--- src/rtl/sw_debounce.sv ---
// Per-bit synchroniser + debouncer for the switch bank: clean levels plus one-cycle rise/fall pulses, all registered.
// Optional SW_INIT_SAMPLE_EN: load sw_clean straight from the synchroniser once it is filled after reset, with no pulses.
module sw_debounce #(
   parameter int WIDTH         = 8,
   parameter int STABLE_CYCLES = 1000000,
   parameter int SYNC_STAGES   = 2
) (
   input  logic             clk,
   input  logic             rst,
   input  logic [WIDTH-1:0] sw,
   output logic [WIDTH-1:0] sw_clean,
   output logic [WIDTH-1:0] sw_rise,
   output logic [WIDTH-1:0] sw_fall
);

   localparam int CW = (STABLE_CYCLES > 1) ? $clog2(STABLE_CYCLES + 1) : 1;
   localparam logic [CW-1:0] LAST = CW'(STABLE_CYCLES - 1);

   logic [WIDTH-1:0] sync_q [SYNC_STAGES];
   logic [WIDTH-1:0] s;
   logic [WIDTH-1:0] commit;
   logic [CW-1:0]    cnt [WIDTH];

   assign s = sync_q[SYNC_STAGES-1];

   always_ff @(posedge clk or posedge rst) begin
      if (rst) begin
         for (int k = 0; k < SYNC_STAGES; k++) sync_q[k] <= '0;
      end else begin
         sync_q[0] <= sw;
         for (int k = 1; k < SYNC_STAGES; k++) sync_q[k] <= sync_q[k-1];
      end
   end

   // A bit commits on the STABLE_CYCLES-th consecutive cycle of disagreement.
   always_comb begin
      commit = '0;
      for (int i = 0; i < WIDTH; i++)
         commit[i] = (s[i] != sw_clean[i]) && (cnt[i] == LAST);
   end

   always_ff @(posedge clk or posedge rst) begin
      if (rst) begin
         for (int i = 0; i < WIDTH; i++) cnt[i] <= '0;
      end else begin
         for (int i = 0; i < WIDTH; i++) begin
            if ((s[i] == sw_clean[i]) || commit[i])
               cnt[i] <= '0;
            else
               cnt[i] <= cnt[i] + CW'(1);
         end
      end
   end

`ifdef SW_INIT_SAMPLE_EN
   localparam int IW = $clog2(SYNC_STAGES + 1);
   logic [IW-1:0] init_cnt;
   logic          init_load;

   // Fires on the edge that loads the last synchroniser stage for the first time.
   assign init_load = (init_cnt == IW'(SYNC_STAGES - 1));

   always_ff @(posedge clk or posedge rst) begin
      if (rst)
         init_cnt <= '0;
      else if (init_cnt != IW'(SYNC_STAGES))
         init_cnt <= init_cnt + IW'(1);
   end

   always_ff @(posedge clk or posedge rst) begin
      if (rst) begin
         sw_clean <= '0;
         sw_rise  <= '0;
         sw_fall  <= '0;
      end else if (init_load) begin
         sw_clean <= sync_q[SYNC_STAGES-2];
         sw_rise  <= '0;
         sw_fall  <= '0;
      end else begin
         sw_clean <= (sw_clean & ~commit) | (s & commit);
         sw_rise  <= commit & s;
         sw_fall  <= commit & ~s;
      end
   end
`else
   always_ff @(posedge clk or posedge rst) begin
      if (rst) begin
         sw_clean <= '0;
         sw_rise  <= '0;
         sw_fall  <= '0;
      end else begin
         sw_clean <= (sw_clean & ~commit) | (s & commit);
         sw_rise  <= commit & s;
         sw_fall  <= commit & ~s;
      end
   end
`endif

endmodule

--- config.mk ---
export PLATFORM = sky130hd
export DESIGN_NAME = sw_debounce
export DESIGN_NICKNAME = d
export VERILOG_FILES = /design/src/rtl/sw_debounce.sv
export SDC_FILE = /design/constraint.sdc
export NUM_CORES = 1
export LEC_CHECK = 0
export CAP_MARGIN = 20
export CORE_UTILIZATION = 25
export DETAILED_ROUTE_END_ITERATION = 8
export PLACE_DENSITY = 0.45
export SLEW_MARGIN = 20
export SYNTH_ARGS = -nofsm -noshare
export SYNTH_HDL_FRONTEND = slang
export SYNTH_SLANG_ARGS = --single-unit
--- constraint.sdc ---
create_clock -name clk -period 9 [get_ports clk]
set_clock_uncertainty 0.15 [all_clocks]
set_input_delay 1.8 -clock clk [delete_from_list [all_inputs] [get_ports clk]]
set_output_delay 1.8 -clock clk [all_outputs]
set_load 0.01 [all_outputs]
# [Word level (Yosys, flattened, before mapping)]
# Index checks and enable logic that the tools add are counted.
[totals] regBits=200 inputBits=10 elab_cells=75
[op_classes] add_sub_neg=8 n_eq_ne=24 muxes=8 n_bitwise=6 n_reduce_logical=16
[ops] op="$add A20 B1 Y20 const B" count=8
[ops] op="$eq A20 B20 Y1 const B" count=8
[ops] op="$mux W20" count=8
[ops] op="$and A8 B8 Y8" count=3
[ops] op="$not A8 Y8" count=2
[ops] op="$eq A1 B1 Y1" count=8
[ops] op="$logic_and A1 B1 Y1" count=8
[ops] op="$logic_or A1 B1 Y1" count=8
[ops] op="$ne A1 B1 Y1" count=8
[ops] op="$or A8 B8 Y8" count=1

# [Depth between registers and ports, before layout]
[logic_depth] ltp_word=5 mapped_depth=7 mapped_depth_nobuf=5

# [Worst setup path before layout]
# No wires, ideal clock.
[synth_timing] kind="flip-flop to output port" from="reg with a tool-made name" to="out sw_clean[0]" arrival_time_ns=0.438 path_slack_ns=6.612 path_stages_with_launch=1 path_buffers=0 path_cell_list="dfrtp_1"
[synth_lines] item="to (decl)" line_no="11" source="output logic [WIDTH-1:0] sw_clean,"

==> out/summary.txt <==
grt ovf: 0
share of total power in the clock network: 45.5%
Setup crit end kind: asynchronous set/reset pin
TritonCTS clock tree: done
max-slew violation count: 0
maximum VDD drop: 0.1294 mV
Clock Tree Root: clkbuf_16
cell area after layout: 10750 µm²
count leader, synth: dfrtp_1
die area: 37820 µm²
area occupied by multi-input gates: 4058 µm²
vias in the first global route: 6432
Setup Fix Bufs, Post-CTS: 0
Worst-Skew Late Latency: 0.44 ns
First-pass DRT Iterations: 5
post-DR vias/cell: 4.582
Synth Register Bits: 200
register area: 5005 µm²
Routed wire per std cell: 12.82 µm
CTS H-tree lvls: 4
nets: 957
Diodes inserted: 0
Final Cycle Share: 39.82%
Total Routing Usage GR: 10.16%
FF-to-FF path depth: 4
met3 usage: 2.343%
Die Ht: 194.5 µm
CP arrival: 3.89 ns
share of layout cells above drive strength 1: 6.513%
top cells by area, synth: dfrtp_1, xnor2_1, nor2_1
Logic pwr share: 3.0%
crit path cell chain: clkdlybuf4s50_1 -> inv_8 -> buf_4
Cell Area, Synth: 9261 µm²
initial antenna violation count: 0
port buffer count: 33
number of cell rows: 70
Synth Instances: 902
Rel. slew slack: 38.43%
Top delay family on crit path: buffers and inverters
cts bufs inserted: 17
type of origin of the critical path: primary input
Min-Delay Path Depth: 0
reg2reg start: cnt[35]
status: completed
dpl cell area: 10130 µm²
crit-path max cell delay: 0.83 ns
num ports: 34
register area share after synthesis: 54.04%
first-pass GRT wire length: 31770 µm
fillcell total: 3728
GR Util met1: 13.62%
CP Class: primary input to asynchronous set/reset pin
GRT met2 Usage: 15.77%
Flop pwr share: 51.5%
leading area contributor after synthesis: dfrtp_1
synth unique cells: 46
post-DP HPWL: 11750 µm
WL final: 18210 µm
reg-to-reg endpoint: cnt[30]
Hold Buf Count CTS: 0
pwr/cell area: 166.5 nW/µm²
clk sinks: 200
largest net degree at the start of global routing: 132
Core Region: 36520 µm²
chip width: 194.5 µm
Initial Util: 25.36%
slowest CP cell: buf_4
most instantiated cells after synthesis: dfrtp_1, nor2_1, xnor2_1
fin util: 29.44%
Final Hold Viols: 0
Synth Warn #: 0
hold path start: sync_q[14]
CP Max Fanout: 131
Slew @ Worst Pin: 0.9136 ns
RSZ-0062 raised after global routing: no
Final Setup Violations: 0
EDFF count, synth: 0
Switching Power: 0.0004064 W
Sw Ratio: 22.70%
Synth Flop Type: dfrtp_1
critical path startpoint: rst
Critical Path RT: 9.31 ns
maximum clock rate: 279.0 MHz
ys async rst share: 100.0%
setup_tns: 0 ns
post-CTS sizing: 0
area delta synth->final: 16.10%
leak pwr: 4.167 nW
internal power: 0.001384 W
Reg clk slew, reported paths: 0.07 ns
Max-Cap Viols: 0
Post-Syn Nets: 920
Worst Path Buf+Inv: 3
HP Class: register to register
r2r setup slk: 6.42 ns
share of the synthesized area in the top cell type: 54.04%
GPL Wtd Cong: 0.7296
Tmin final: 3.584 ns
via count: 6507
initial DRC count: 249
Synth Area per Inst: 10.27 µm²
busiest layer in global routing: met2
DRC viols: 0
Antenna Nets Post-Route: 0
worst hold endpoint: s[6]
clk buf depth: 2
[per-layer routing]
layer	routed length (µm)	share of wire, %
met1	9318	51
met2	8140	45
met3	477	2.6
met4	269	1.5
met5	0	0
[layout by cell type (no fill, tap or decap), types with 26 or more instances in the layout]
cell type / netlist / routed
nor2_1: 124 / 124
nand3_1: 53 / 53
or4_1: 33 / 33
inv_1: 29 / 28
or3_1: 31 / 31
nand4_1: 29 / 29
dfrtp_1: 200 / 200
nand2_1: 44 / 44
xnor2_1: 63 / 63
a21oi_1: 41 / 41
clkdlybuf4s50_1: 0 / 33
o21ai_0: 26 / 26
xor2_1: 44 / 44
[kinds of logic after synthesis]
kind of cell | synth area share, %
flops | 54.04
buf+inv | 2.148
simple gates | 24.86
compound gates | 6.417
mux | 1.337
fa+ha+maj | 1.081
xor+xnor | 10.12
[worst max-delay path by stage]
stage	to	slack [ns]	depth (start not counted)
finish	cnt[77]	5.42	3
global route	cnt[77]	5.03	3
CTS	cnt[77]	5.27	3
detailed placement	cnt[18]	4.77	3
global placement	cnt[77]	4.76	3
floorplan	asynchronous set/reset pin	1.60	1
[power by group through the flow]
stage / clock [W] / sequential [W] / combinational [W]
global placement: 0 / 0.000940 / 0.0000567
detailed placement: 0 / 0.000940 / 0.0000572
global route: 0.000882 / 0.000924 / 0.0000635
CTS: 0.000849 / 0.000922 / 0.0000576
floorplan: 0 / 0.000937 / 0.0000381
finish: 0.000814 / 0.000922 / 0.0000540
[worst register-to-register path, stage by stage (launching register included)]
cell and delay, ns:
dfrtp_1 0.41, or4b_1 0.52, or4_1 0.57, o21ai_2 0.66
nor2_1 0.12
[stage by stage]
stage / total power, W / std cells / setup WS (ns) / hold slack, ns
final: 0.001790 / 1420 / 5.416 / 0.1992
after global routing: 0.001869 / 1420 / 5.034 / 0.2044
after CTS: 0.001829 / 1420 / 5.265 / 0.2011
after detailed placement: 0.0009973 / 1388 / 4.771 / 0.1847
after global placement: 0.0009968 / 1388 / 4.759 / 0.1823
after floorplan: 0.0009752 / 902 / 1.596 / 0.1812
[state kept, by name (all words and copies together), names as in the netlist, named ones only]
name / count
cnt: 160
s: 8
sw_fall: 8
sw_rise: 8
sync_q: 8
[final cells by class]
type,count,share of cell area [%]
repair buffers,38,3.421
multi-input cells,653,37.74
inverters,29,1.082
flip-flops and latches,200,46.54
well taps,468,5.446
clock inverters,12,1.524
clock buffers,20,4.247
No activity file was read; power rests on OpenSTA's default activity.
